==> src/rtl/bp_me_bo_pkg.sv <==
// rtl/bp_me_bo_pkg.sv - shared block-address types for the best-offset prefetch path
package bp_me_bo_pkg;

  localparam int daddr_width_gp    = 64;
  localparam int lg_block_bytes_gp = 6;
  localparam int blk_width_gp      = daddr_width_gp - lg_block_bytes_gp;

  typedef logic [blk_width_gp-1:0] bo_blk_addr_t;

  typedef struct packed {
    logic         v;
    bo_blk_addr_t blk;
  } bo_rrt_entry_s;

endpackage

==> src/rtl/bp_me_bo_rrt.sv <==
// rtl/bp_me_bo_rrt.sv - recent-request table: parallel block compare, round-robin insert
module bp_me_bo_rrt
  import bp_me_bo_pkg::*;
#(
  parameter int els_p = 8
) (
  input  logic         clk_i,
  input  logic         reset_n_i,
  input  bo_blk_addr_t blk_i,
  input  logic         w_v_i,
  output logic         hit_o
);

  localparam int lg_els_lp = (els_p > 1) ? $clog2(els_p) : 1;

  bo_rrt_entry_s       rrt_q [els_p];
  logic [lg_els_lp-1:0] ptr_q, ptr_d;

  // Lookup sees only entries committed before this cycle's insert.
  always_comb begin
    hit_o = 1'b0;
    for (int i = 0; i < els_p; i++) begin
      if (rrt_q[i].v && (rrt_q[i].blk == blk_i)) hit_o = 1'b1;
    end
  end

  assign ptr_d = ptr_q + 1'b1;

  always_ff @(posedge clk_i or negedge reset_n_i) begin
    if (!reset_n_i) begin
      ptr_q <= '0;
      for (int i = 0; i < els_p; i++) rrt_q[i] <= '0;
    end else if (w_v_i) begin
      rrt_q[ptr_q] <= '{v: 1'b1, blk: blk_i};
      ptr_q        <= ptr_d;
    end
  end

endmodule

==> src/rtl/bp_me_best_offset_prefetch_issuer.sv <==
// rtl/bp_me_best_offset_prefetch_issuer.sv - forms, filters and issues miss+offset prefetches
module bp_me_best_offset_prefetch_issuer
  import bp_me_bo_pkg::*;
#(
  parameter int daddr_width_p       = 64,
  parameter int lg_offsets_p        = 6,
  parameter int block_width_p       = 512,
  parameter int page_offset_width_p = 12,
  parameter int rrt_els_p           = 8,
  parameter int ctr_width_p         = 16
) (
  input  logic                     clk_i,
  input  logic                     reset_n_i,
  input  logic [lg_offsets_p-1:0]  offset_i,
  input  logic                     offset_v_i,
  output logic                     offset_yumi_o,
  input  logic [daddr_width_p-1:0] miss_addr_i,
  input  logic                     miss_v_i,
  output logic                     miss_ready_and_o,
  output logic [daddr_width_p-1:0] pf_addr_o,
  output logic                     pf_v_o,
  input  logic                     pf_ready_and_i,
  output logic [ctr_width_p-1:0]   drop_count_o
);

  localparam int lg_bb_lp  = $clog2(block_width_p / 8);
  localparam int blk_w_lp  = daddr_width_p - lg_bb_lp;
  localparam int page_lo_lp = page_offset_width_p - lg_bb_lp;

  logic [lg_offsets_p-1:0]  offset_q;
  logic                     pf_v_q, pf_v_d;
  logic [daddr_width_p-1:0] pf_addr_q, pf_addr_d;
  logic [ctr_width_p-1:0]   drop_cnt_q, drop_cnt_d;

  logic [blk_w_lp-1:0] miss_blk, cand_blk;
  logic                cand_carry, page_cross, rrt_hit;
  logic                miss_accept, drop, issue;
  logic                unused_low_bits;

  assign offset_yumi_o    = offset_v_i;
  assign miss_ready_and_o = ~pf_v_q | pf_ready_and_i;
  assign miss_accept      = miss_v_i & miss_ready_and_o;

  assign miss_blk        = miss_addr_i[daddr_width_p-1:lg_bb_lp];
  assign unused_low_bits = ^miss_addr_i[lg_bb_lp-1:0];
  assign {cand_carry, cand_blk} = {1'b0, miss_blk} + (blk_w_lp+1)'(offset_q);
  assign page_cross = cand_blk[blk_w_lp-1:page_lo_lp] != miss_blk[blk_w_lp-1:page_lo_lp];

  assign drop  = (offset_q == '0) | cand_carry | page_cross | rrt_hit;
  assign issue = miss_accept & ~drop;

  bp_me_bo_rrt #(.els_p(rrt_els_p)) rrt (
    .clk_i     (clk_i),
    .reset_n_i (reset_n_i),
    .blk_i     (cand_blk),
    .w_v_i     (issue),
    .hit_o     (rrt_hit)
  );

  // An accepted miss implies the held request (if any) was taken this cycle.
  assign pf_v_d     = issue ? 1'b1 : (pf_ready_and_i ? 1'b0 : pf_v_q);
  assign pf_addr_d  = issue ? {cand_blk, {lg_bb_lp{1'b0}}} : pf_addr_q;
  assign drop_cnt_d = (miss_accept & drop & ~&drop_cnt_q) ? drop_cnt_q + 1'b1 : drop_cnt_q;

  always_ff @(posedge clk_i or negedge reset_n_i) begin
    if (!reset_n_i) begin
      offset_q   <= '0;
      pf_v_q     <= 1'b0;
      pf_addr_q  <= '0;
      drop_cnt_q <= '0;
    end else begin
      if (offset_v_i) offset_q <= offset_i;
      pf_v_q     <= pf_v_d;
      pf_addr_q  <= pf_addr_d;
      drop_cnt_q <= drop_cnt_d;
    end
  end

  assign pf_v_o       = pf_v_q;
  assign pf_addr_o    = pf_addr_q;
  assign drop_count_o = drop_cnt_q;

endmodule

==> config.mk <==
export PLATFORM = sky130hd
export DESIGN_NAME = bp_me_best_offset_prefetch_issuer
export DESIGN_NICKNAME = d
export VERILOG_FILES = /design/src/rtl/bp_me_bo_pkg.sv /design/src/rtl/bp_me_bo_rrt.sv /design/src/rtl/bp_me_best_offset_prefetch_issuer.sv
export SDC_FILE = /design/constraint.sdc
export NUM_CORES = 1
export LEC_CHECK = 0
export ABC_CLOCK_PERIOD_IN_PS = 7010
export BUFFER_PORTS_ARGS = -buffer_cell sky130_fd_sc_hd__buf_2
export CORE_MARGIN = 3
export CORE_UTILIZATION = 40
export CTS_CLUSTER_DIAMETER = 30
export CTS_CLUSTER_SIZE = 12
export DETAILED_ROUTE_END_ITERATION = 10
export GPL_TIMING_DRIVEN = 0
export SLEW_MARGIN = 20
export SYNTH_ARGS = -nofsm -noshare
export SYNTH_HDL_FRONTEND = slang
export SYNTH_SLANG_ARGS = --single-unit
==> constraint.sdc <==
create_clock -name clk_i -period 7.01 [get_ports clk_i]
set_input_delay 1.0515 -clock clk_i [delete_from_list [all_inputs] [get_ports clk_i]]
set_output_delay 1.0515 -clock clk_i [all_outputs]
set_load 0.01 [all_outputs]
==> qor_table.md, run 1 <==
| Result | This run | Unit |
|---|---|---|
| Root buffer selected by CTS | sky130_fd_sc_hd__clkbuf_16 | - |
| Nets | 3300 | - |
| Area fraction of the dominant cell type after synthesis | 0.429 | - |
| Total iterations of the first detailed-routing run | 6 | - |
| Filler Cells Inserted | 7150 | - |
| TritonCTS clock tree | done | - |
| Async set-or-reset flop fraction in the synthesized netlist | 1.00 | - |
| Tcrit/Tclk final | 1.02 | - |
| Compound-cell area share of the yosys netlist | 0.0846 | - |
| Maximum operating frequency | 140 | MHz |
| Adder-cell area share of the yosys netlist | 0.00370 | - |
| Area delta synth->final | 26.4 | % |
| Yosys cell types | 103 | - |
| Status | finished, violations left | - |
| Top Ports | 158 | - |
| Pwr Density | 468 | nW/µm² |
| Drt first-iter violations | 3464 | - |
| Post-Route WL | 173000 | µm |
| Floorplan die height | 291 | µm |
| Required @ worst endpoint | 7.61 | ns |
| Setup-failing EPs final | 55 | - |
| Crit path kind | in -> reg | - |
| Largest net degree at the start of global routing | 91 | - |
| Clock buffers created by TritonCTS | 145 | - |
| Final core utilization | 0.515 | - |
| Cell type with the highest aggregate area in the netlist | sky130_fd_sc_hd__dfrtp_1 | - |
| Source-to-sink clock delay at the later pin of the worst-skew pair | 0.75 | ns |
| DRC violation count after routing | 0 | - |
| Total power | 19.2 | mW |
| Number of endpoints with negative hold slack in the final report | 0 | - |
| Gate Count Post-Synth | 2891 | - |
| Cell Area, Synth | 32400 | µm² |
| Type of the worst min-delay path | in -> async | - |
| HPWL after detailed placement | 134000 | µm |
| Aggregate global routing overflow | 0 | - |
| Buffer levels on the longest clock path | 3 | - |
| Depth of the CTS H-tree | 4 | - |
| Relative slew margins | 0.0696 | - |
| Post-synthesis mux area share | 0.178 | - |
| Fraction of final layout cells with drive strength greater than 1 | 0.338 | - |
| Final Max Tran Viols | 0 | - |
| Number of maximum-capacitance constraint violations | 0 | - |
| Top cells by area in the synthesized netlist | sky130_fd_sc_hd__dfrtp_1 43%, sky130_fd_sc_hd__mux2_2 15%, sky130_fd_sc_hd__xnor2_1 8.9% | - |
| Slew at the pin closest to its max-slew limit | 1.38 | ns |
| Placeable core region | 79600 | µm² |
| Final critical path time including I/O delays and setup | 7.13 | ns |
| Number of enable-type register cells in the synthesized netlist | 0 | - |
| Register area share after synthesis | 0.429 | - |
| Routed wire per std cell | 39.4 | µm |
| Failing checks | negative setup slack | - |
| Yosys warns | 0 | - |
| Dominant register cell in the synthesized netlist | sky130_fd_sc_hd__dfrtp_1 | - |
| Cell repeated most along the worst path | sky130_fd_sc_hd__buf_2 | - |
| Number of storage elements in the synthesis netlist | 556 | - |
| Number of hold-repair buffers added at the cts stage | 0 | - |
| Crit path max fanout | 10 | - |
| Largest stage delay on the critical path | 0.62 | ns |
| Initial antenna violation count | 19 | - |
| Slowest stage cell, crit path | sky130_fd_sc_hd__o311a_2 | - |
| Total die area | 84600 | µm² |
| Horiz. Die Dim | 291 | µm |
| Crit path launch type | input port | - |
| Setup repair after global routing missed its margin | no | - |
| Placement Rows | 103 | - |
| Final WS setup | -0.124 | ns |
| Number of port buffers | 124 | - |
| Vias/cell | 6.32 | - |
| Dominant delay contributor by cell family on the critical path | simple AND/OR/NAND/NOR gates | - |
| Xor-xnor portion of the synthesized cell area | 0.150 | - |
| Count of buffering cells on the critical path with inverters included | 5 | - |
| Leakage dissipation | 17.0 | nW |
| Crit path cell chain | buf_2 > ha_1 > nand3_1 > a21o_1 > buf_2 > a21oi_4 > nand2_2 > xnor2_1 > buf_2 > xnor2_1 > nand3_1 > nor4_2 > nand4_1 > o311a_2 > nand3_4 > or4_1 > buf_2 > buf_2 > mux2_2 | - |
| Area fraction in and, or, nand and nor cells after synthesis | 0.119 | - |
| Via count | 27.7k | - |
| Avg Synthesized Cell Area | 11.2 | µm² |
| Number of global-route vias before repair | 26.5k | - |
| Clock Skew | 0.0337 | ns |
| CP Data Arrival Time | 7.74 | ns |
| # clock sinks | 556 | - |
| Starting density of the core | 0.407 | - |
| Combinational family with the most area after synthesis | multiplexers | - |
| Worst-case vdd ir drop | 0.252 | mV |
| First-pass GRT wire length | 231000 | µm |
| Gp weighted congestion | 1.08 | - |
| Global-route usage over all layers | 0.400 | - |
| Post-DRT Antenna Nets | 0 | - |
| Worst-path clk slew | 0.04 | ns |
| Crit end category | register | - |
synthesized netlist by cell type, drive strengths merged, types with 13 or more instances:
| cell | n |
|---|---|
| a211oi | 13 |
| and3 | 22 |
| and4 | 15 |
| or4 | 24 |
| nor2 | 88 |
| buf | 110 |
| o2111ai | 21 |
| o22ai | 16 |
| mux2i | 18 |
| o21ai | 102 |
| nand4 | 82 |
| a2111oi | 21 |
| xnor2 | 335 |
| a31oi | 17 |
| nand3b | 15 |
| nand2 | 120 |
| mux2 | 495 |
| xor2 | 158 |
| clkbuf | 88 |
| nor3 | 67 |
| nor4 | 61 |
| o211ai | 23 |
| nand3 | 70 |
| inv | 63 |
| xnor3 | 22 |
| and2 | 16 |
| or3 | 16 |
| dfrtp | 556 |
| a21oi | 60 |
through the flow:
| step | cell area, µm² | setup TNS (ns) | instances | hold WS, ns | setup slack [ns] |
|---|---|---|---|---|---|
| final | 41000 | -3.33 | 4389 | 0.213 | -0.124 |
| after global routing | 41000 | 0 | 4381 | 0.231 | 0.00144 |
| after CTS | 40600 | 0 | 4369 | 0.208 | 0.0230 |
| after detailed placement | 35200 | -845.39 | 4100 | 0.456 | -1.90 |
| after global placement | 34400 | -5188.38 | 4070 | 0.451 | -7.53 |
| after floorplan | 32500 | 0 | 2896 | 0.433 | 1.41 |
power by group:
part / internal, mW / switching (mW)
Combinational: 2.62 / 3.31
Clock: 4.87 / 2.17
Sequential: 4.70 / 1.52
layout by cell type, fill, tap and decap left out, drive strengths merged, types with 22 or more instances in the layout:
cell,instances
o21ai,102
or4,24
nor4,61
nand3,70
xnor3,22
xor2,158
clkinv,28
clkbuf,276
and3,22
o211ai,23
mux2,495
nor2,88
xnor2,335
nand2,120
nand4,82
inv,70
nor3,67
a21oi,60
buf,280
dfrtp,556
cell families after synthesis:
logic type      Yosys count
xor+xnor                515
flops                   556
other cells               1
simple gates            655
fa+ha+maj                 9
mux                     513
compound gates          381
buf+inv                 261
registers in the layout, indices dropped and copies added, names as in the netlist:
name          count
pf_addr_o        58
offset_q          6
rrt.rrt_q       472
pf_v_o            1
drop_count_o     16
rrt.ptr_q         3
timing repair:
item,4_1_cts,5_1_grt
buffers inserted,8,12
pin swaps,4,6
gates resized for setup,46,44
endpoints found under the setup margin,550,405
final cells by class:
type                            count  area, µm²  area share
Timing Repair Buffer              175       1240      0.0302
Antenna cell                        8       20.0    0.000488
Inverter                           63        236     0.00577
Buffer                            196        941      0.0229
Sequential cell                   556      13900       0.339
Tap cell                         1050       1310      0.0320
Multi-Input combinational cell   2079      18200       0.443
Clock inverter                     75       1040      0.0253
Clock buffer                      187       4130       0.101
path summary, 6_finish.rpt:
check / end / start / slack, ns / cells after the start
setup reg to reg: rrt.rrt_q[429] / offset_q[2] / -0.09 / 18
max in group asynchronous: rrt.rrt_q[12] / reset_n_i / 5.18 / 4
hold reg to reg: rrt.rrt_q[235] / rrt.rrt_q[235] / 0.46 / 1
hold / removal: pf_v_o / reset_n_i / 0.21 / 1
min in group clk_i: rrt.rrt_q[235] / rrt.rrt_q[235] / 0.46 / 1
setup / recovery: rrt.rrt_q[429] / miss_addr_i[8] / -0.12 / 19
layer usage:
layer  vias to the layer above  global-route usage  wire length, µm
met3                       425               0.126            19400
met2                      1732               0.559            70100
met1                     14400               0.546            71600
met5                         -                   0               13
li1                      11200                   -                -
met4                         2               0.226            11500
worst reg2reg max path: stages (launching register included):
cell	delay, ns
sky130_fd_sc_hd__dfrtp_1	0.39
sky130_fd_sc_hd__ha_1	0.43
sky130_fd_sc_hd__nand3_1	0.29
sky130_fd_sc_hd__a21o_1	0.38
sky130_fd_sc_hd__buf_2	0.31
sky130_fd_sc_hd__a21oi_4	0.53
sky130_fd_sc_hd__nand2_2	0.33
sky130_fd_sc_hd__xnor2_1	0.33
sky130_fd_sc_hd__buf_2	0.47
sky130_fd_sc_hd__xnor2_1	0.19
sky130_fd_sc_hd__nand3_1	0.15
sky130_fd_sc_hd__nor4_2	0.61
sky130_fd_sc_hd__nand4_1	0.47
sky130_fd_sc_hd__o311a_2	0.62
sky130_fd_sc_hd__nand3_4	0.20
sky130_fd_sc_hd__or4_1	0.14
sky130_fd_sc_hd__buf_2	0.18
sky130_fd_sc_hd__buf_2	0.55
sky130_fd_sc_hd__mux2_2	0.41
(Power assumes the default switching activity.)
==> run 2: changes to the inputs <==
--- a/config.mk
+++ b/config.mk
@@ -6,7 +6,7 @@
 export NUM_CORES = 1
 export LEC_CHECK = 0
 export ABC_CLOCK_PERIOD_IN_PS = 7010
-export BUFFER_PORTS_ARGS = -buffer_cell sky130_fd_sc_hd__buf_2
+export BUFFER_PORTS_ARGS = -buffer_cell sky130_fd_sc_hd__buf_4
 export CORE_MARGIN = 3
 export CORE_UTILIZATION = 40
 export CTS_CLUSTER_DIAMETER = 30
@@ -16,4 +16,5 @@
 export SLEW_MARGIN = 20
 export SYNTH_ARGS = -nofsm -noshare
 export SYNTH_HDL_FRONTEND = slang
+export SYNTH_HIERARCHICAL = 1
 export SYNTH_SLANG_ARGS = --single-unit
==> run 2 against run 1 <==
  * Critical path type unchanged
  * Worst hold slack worse by 0.066 ns
  * The flow now finishes without violations
  * Setup slack better by 0.22 ns
  * Highest routed layer is now met4
  * Routed wire length down 35%
  * Largest power group unchanged
==> qor_table.md, run 2 <==
| Result | This run | Unit | Change |
|---|---|---|---|
| Crit path max fanout | 18 | - | was 10 |
| Fraction of final layout cells with drive strength greater than 1 | 0.285 | - | was 0.338 |
| CP Data Arrival Time | 7.50 | ns | was 7.74 ns |
| Tcrit/Tclk final | 0.986 | - | was 1.02 |
| Cell type with the highest aggregate area in the netlist | sky130_fd_sc_hd__dfrtp_1 | - | unchanged |
| Status | finished clean | - | was finished, violations left |
| Root buffer selected by CTS | sky130_fd_sc_hd__clkbuf_16 | - | unchanged |
| Reported net switching power | 5.43 | mW | was 7.00 mW |
| Vias/cell | 5.70 | - | was 6.32 |
| Yosys cell types | 65 | - | was 103 |
| Buffer levels on the longest clock path | 3 | - | unchanged |
| Top cells by area in the synthesized netlist | sky130_fd_sc_hd__dfrtp_1 50%, sky130_fd_sc_hd__xnor2_1 9.9%, sky130_fd_sc_hd__mux2_2 9.4% | - | was sky130_fd_sc_hd__dfrtp_1 43%, sky130_fd_sc_hd__mux2_2 15%, sky130_fd_sc_hd__xnor2_1 8.9% |
| # clock sinks | 556 | - | unchanged |
| Sw frac | 0.326 | - | was 0.365 |
| Final critical path time including I/O delays and setup | 6.91 | ns | was 7.13 ns |
| Clock buffers created by TritonCTS | 135 | - | was 145 |
| Layout Cell Area excl Fill | 35800 | µm² | was 41000 µm² |
| Top cells by instance count after synthesis | 556 x sky130_fd_sc_hd__dfrtp_1, 335 x sky130_fd_sc_hd__nand2_1, 312 x sky130_fd_sc_hd__xnor2_1, 230 x sky130_fd_sc_hd__mux2_2, 196 x sky130_fd_sc_hd__o21ai_0 | - | was 556 x sky130_fd_sc_hd__dfrtp_1, 425 x sky130_fd_sc_hd__mux2_2, 331 x sky130_fd_sc_hd__xnor2_1, 153 x sky130_fd_sc_hd__xor2_1, 120 x sky130_fd_sc_hd__nand2_1 |
| Starting density of the core | 0.408 | - | was 0.407 |
| Gp weighted congestion | 0.997 | - | was 1.08 |
| Register with the most flip-flops | rrt/rrt_q | - | was rrt.rrt_q |
| Area fraction of the dominant cell type after synthesis | 0.502 | - | was 0.429 |
| Setup-failing EPs final | 0 | - | was 55 |
| Clock Skew | 0.0312 | ns | was 0.0337 ns |
| Slowest stage cell, crit path | sky130_fd_sc_hd__nor4_4 | - | was sky130_fd_sc_hd__o311a_2 |
| Crit end category | register | - | unchanged |
| Source-to-sink clock delay at the later pin of the worst-skew pair | 0.72 | ns | was 0.75 ns |
| Total power | 16.6 | mW | was 19.2 mW |
| First-pass GRT wire length | 160000 | µm | was 231000 µm |
| Slew at the pin closest to its max-slew limit | 1.18 | ns | was 1.38 ns |
| Proportion of power drawn by flip-flops and latches | 0.346 | - | was 0.324 |
| Crit path cell chain | buf_4 > ha_1 > o211ai_1 > o21ai_1 > nand4b_1 > buf_4 > nor4_1 > xor2_1 > buf_4 > xnor2_1 > nand4_1 > nor4_4 > nand4_1 > o22ai_1 > or4_4 > a21oi_4 > nand4_4 > inv_6 > buf_4 > buf_6 > nand4b_1 > clkbuf_2 > buf_2 > mux2_2 | - | was buf_2 > ha_1 > nand3_1 > a21o_1 > buf_2 > a21oi_4 > nand2_2 > xnor2_1 > buf_2 > xnor2_1 > nand3_1 > nor4_2 > nand4_1 > o311a_2 > nand3_4 > or4_1 > buf_2 > buf_2 > mux2_2 |
| Largest net degree at the start of global routing | 98 | - | was 91 |
| HPWL after detailed placement | 79500 | µm | was 134000 µm |
| Total placed instance area | 30200 | µm² | was 35200 µm² |
| Drt first-iter violations | 2652 | - | was 3464 |
| Number of storage elements in the synthesis netlist | 556 | - | unchanged |
| Number of endpoints with negative hold slack in the final report | 0 | - | unchanged |
| Number of port buffers | 144 | - | was 124 |
| Aggregate global routing overflow | 0 | - | unchanged |
| Number of hold-repair buffers added at the cts stage | 0 | - | unchanged |
| Number of global-route vias before repair | 22.2k | - | was 26.5k |
| Worst-path clk slew | 0.04 | ns | about the same |
| DRC violation count after routing | 0 | - | unchanged |
| Commonest non-fill, non-tap cell in the layout | sky130_fd_sc_hd__dfrtp_1 | - | unchanged |
| Sum of negative setup slack | 0 | ns | was -3.33 ns |
| Cell repeated most along the worst path | sky130_fd_sc_hd__buf_4 | - | was sky130_fd_sc_hd__buf_2 |
| Number of maximum-capacitance constraint violations | 0 | - | unchanged |
| Dominant delay contributor by cell family on the critical path | simple AND/OR/NAND/NOR gates | - | unchanged |
| Required @ worst endpoint | 7.59 | ns | was 7.61 ns |
| Relative slew margins | 0.210 | - | was 0.0696 |
| Horiz. Die Dim | 269 | µm | was 291 µm |
| Internal power | 11.2 | mW | was 12.2 mW |
| Largest stage delay on the critical path | 0.50 | ns | was 0.62 ns |
| Final Hold Slack | 0.147 | ns | was 0.213 ns |
| Leakage dissipation | 15.6 | nW | was 17.0 nW |
| Area delta synth->final | 29.2 | % | was 26.4% |
| Final Max Tran Viols | 0 | - | unchanged |
| Worst-case vdd ir drop | 0.220 | mV | was 0.252 mV |
| Type of the worst min-delay path | in -> async | - | unchanged |
| Total iterations of the first detailed-routing run | 6 | - | unchanged |
| Via count | 22.3k | - | was 27.7k |
| Count of buffering cells on the critical path with inverters included | 8 | - | was 5 |
| Flip-flop count of the largest register after layout | 472 | - | unchanged |
| Filler Cells Inserted | 5961 | - | was 7150 |
| Floorplan die height | 269 | µm | was 291 µm |
| Post-DRT Antenna Nets | 0 | - | unchanged |
| Setup repair after global routing missed its margin | yes | - | was no |
| Global-route usage over all layers | 0.309 | - | was 0.400 |
| Nets | 2957 | - | was 3300 |
| Top Ports | 158 | - | unchanged |
| Async set-or-reset flop fraction in the synthesized netlist | 1.00 | - | unchanged |
| Dominant register cell in the synthesized netlist | sky130_fd_sc_hd__dfrtp_1 | - | unchanged |
| Leading cell type by number of instances after synthesis | sky130_fd_sc_hd__dfrtp_1 | - | unchanged |
| Maximum operating frequency | 145 | MHz | was 140 MHz |
| Crit path kind | in -> reg | - | unchanged |
| Most frequent cells in the layout | 556 x sky130_fd_sc_hd__dfrtp_1, 335 x sky130_fd_sc_hd__nand2_1, 297 x sky130_fd_sc_hd__xnor2_1 | - | was 556 x sky130_fd_sc_hd__dfrtp_1, 425 x sky130_fd_sc_hd__mux2_2, 297 x sky130_fd_sc_hd__xnor2_1 |
| Depth of the CTS H-tree | 4 | - | unchanged |
| Number of enable-type register cells in the synthesized netlist | 0 | - | unchanged |
| Combinational cell fraction of total power | 0.264 | - | was 0.309 |
| Routed wire per std cell | 29.0 | µm | was 39.4 µm |
| Post-Route WL | 113000 | µm | was 173000 µm |
| Gate Count Post-Synth | 2560 | - | was 2891 |
| Placement Rows | 95 | - | was 103 |
| Crit path launch type | input port | - | unchanged |
| Placeable core region | 67900 | µm² | was 79600 µm² |
| Part of the power in the clock network | 0.390 | - | was 0.367 |
| Avg Synthesized Cell Area | 10.8 | µm² | was 11.2 µm² |
| Initial antenna violation count | 10 | - | was 19 |
| Cell Area, Synth | 27700 | µm² | was 32400 µm² |
| Register area share after synthesis | 0.502 | - | was 0.429 |
| TritonCTS clock tree | done | - | unchanged |
| Total die area | 72400 | µm² | was 84600 µm² |
| Pwr Density | 465 | nW/µm² | was 468 nW/µm² |
| Yosys warns | 6 | - | was 0 |
## run 2: kinds of logic (layout without fill, tap and decap cells)
logic type               after synthesis  count (layout)  share of synthesized area
XOR/XNOR                             430             430                      0.136
multiplexers                         292             292                      0.119
AO/OA/AOI/OAI                        320             320                     0.0699
flip-flops                           556             556                      0.502
adder cells (fa/ha/maj)                9               9                    0.00434
AND/OR/NAND/NOR                      676             676                      0.121
buffers and inverters                276             693                     0.0477
other                                  1               9                   0.000135
## run 2: area by class of cell
class	count	area, µm²	share of cell area
Inverter	101	395	0.0111
Buffer	169	1080	0.0303
Antenna cell	3	7.51	0.000210
Timing Repair Buffer	177	1500	0.0420
Multi-Input combinational cell	1733	12900	0.362
Clock buffer	165	3660	0.102
Tap cell	921	1150	0.0322
Sequential cell	556	13900	0.389
Clock inverter	81	1110	0.0312
## run 2: worst register-to-register path: stages (launching register included)
cell and delay (ns):
sky130_fd_sc_hd__dfrtp_1 0.39, sky130_fd_sc_hd__ha_1 0.40, sky130_fd_sc_hd__o2111ai_2 0.28, sky130_fd_sc_hd__nor2_2 0.31, sky130_fd_sc_hd__nand4b_1 0.24, sky130_fd_sc_hd__buf_4 0.25, sky130_fd_sc_hd__nor4_1 0.28, sky130_fd_sc_hd__xor2_1 0.29
sky130_fd_sc_hd__buf_4 0.35, sky130_fd_sc_hd__xnor2_1 0.26, sky130_fd_sc_hd__nand4_1 0.24, sky130_fd_sc_hd__nor4_4 0.50, sky130_fd_sc_hd__nand4_1 0.23, sky130_fd_sc_hd__o22ai_1 0.44, sky130_fd_sc_hd__or4_4 0.30, sky130_fd_sc_hd__a21oi_4 0.06
sky130_fd_sc_hd__nand4_4 0.16, sky130_fd_sc_hd__inv_6 0.08, sky130_fd_sc_hd__buf_4 0.20, sky130_fd_sc_hd__buf_6 0.19, sky130_fd_sc_hd__nand4b_1 0.20, sky130_fd_sc_hd__clkbuf_2 0.32, sky130_fd_sc_hd__buf_2 0.39, sky130_fd_sc_hd__mux2_2 0.38
## run 2: path summary, 6_finish.rpt
path	start	end	slack (ns)	cells past startpoint
max	miss_addr_i[10]	rrt/rrt_q[75]	0.1	24
min	reset_n_i	drop_count_o[12]	0.15	1
max reg2reg	offset_q[5]	rrt/rrt_q[75]	0.15	23
min reg2reg	rrt/rrt_q[117]	rrt/rrt_q[117]	0.47	1
max in group asynchronous	reset_n_i	rrt/rrt_q[291]	5.17	4
min in group clk_i	rrt/rrt_q[117]	rrt/rrt_q[117]	0.47	1
## run 2: power groups by stage
stage / registers, mW / clock network (mW) / logic, mW
floorplan: 5.53 / 0 / 2.80
global placement: 5.65 / 0 / 4.12
detailed placement: 5.72 / 0 / 4.23
finish: 5.75 / 6.49 / 4.39
global route: 5.90 / 6.73 / 4.72
CTS: 5.71 / 6.55 / 4.30
## run 2: what timing repair did
action / 4_1_cts / 5_1_grt
setup buffers: 12 / 13
resized for setup: 87 / 39
pin swaps: 7 / 6
setup endpoints to repair: 475 / 472
## run 2: metrics by stage
step                std cells  worst slack (ns)   util
floorplan                2565             0.625      -
global route             3905           -0.0367  0.527
detailed placement       3638             -2.50  0.445
global placement         3630             -2.84  0.441
finish                   3906            0.0959  0.527
CTS                      3894            0.0543  0.523
## run 2: metal layers
| metal | part of all wire | vias to the layer above | GRT usage |
|---|---|---|---|
| met2 | 0.44 | 1200 | 0.462 |
| met3 | 0.10 | 372 | 0.0981 |
| li1 | - | 9451 | - |
| met1 | 0.39 | 11300 | 0.388 |
| met5 | 0 | - | 0 |
| met4 | 0.068 | 0 | 0.192 |
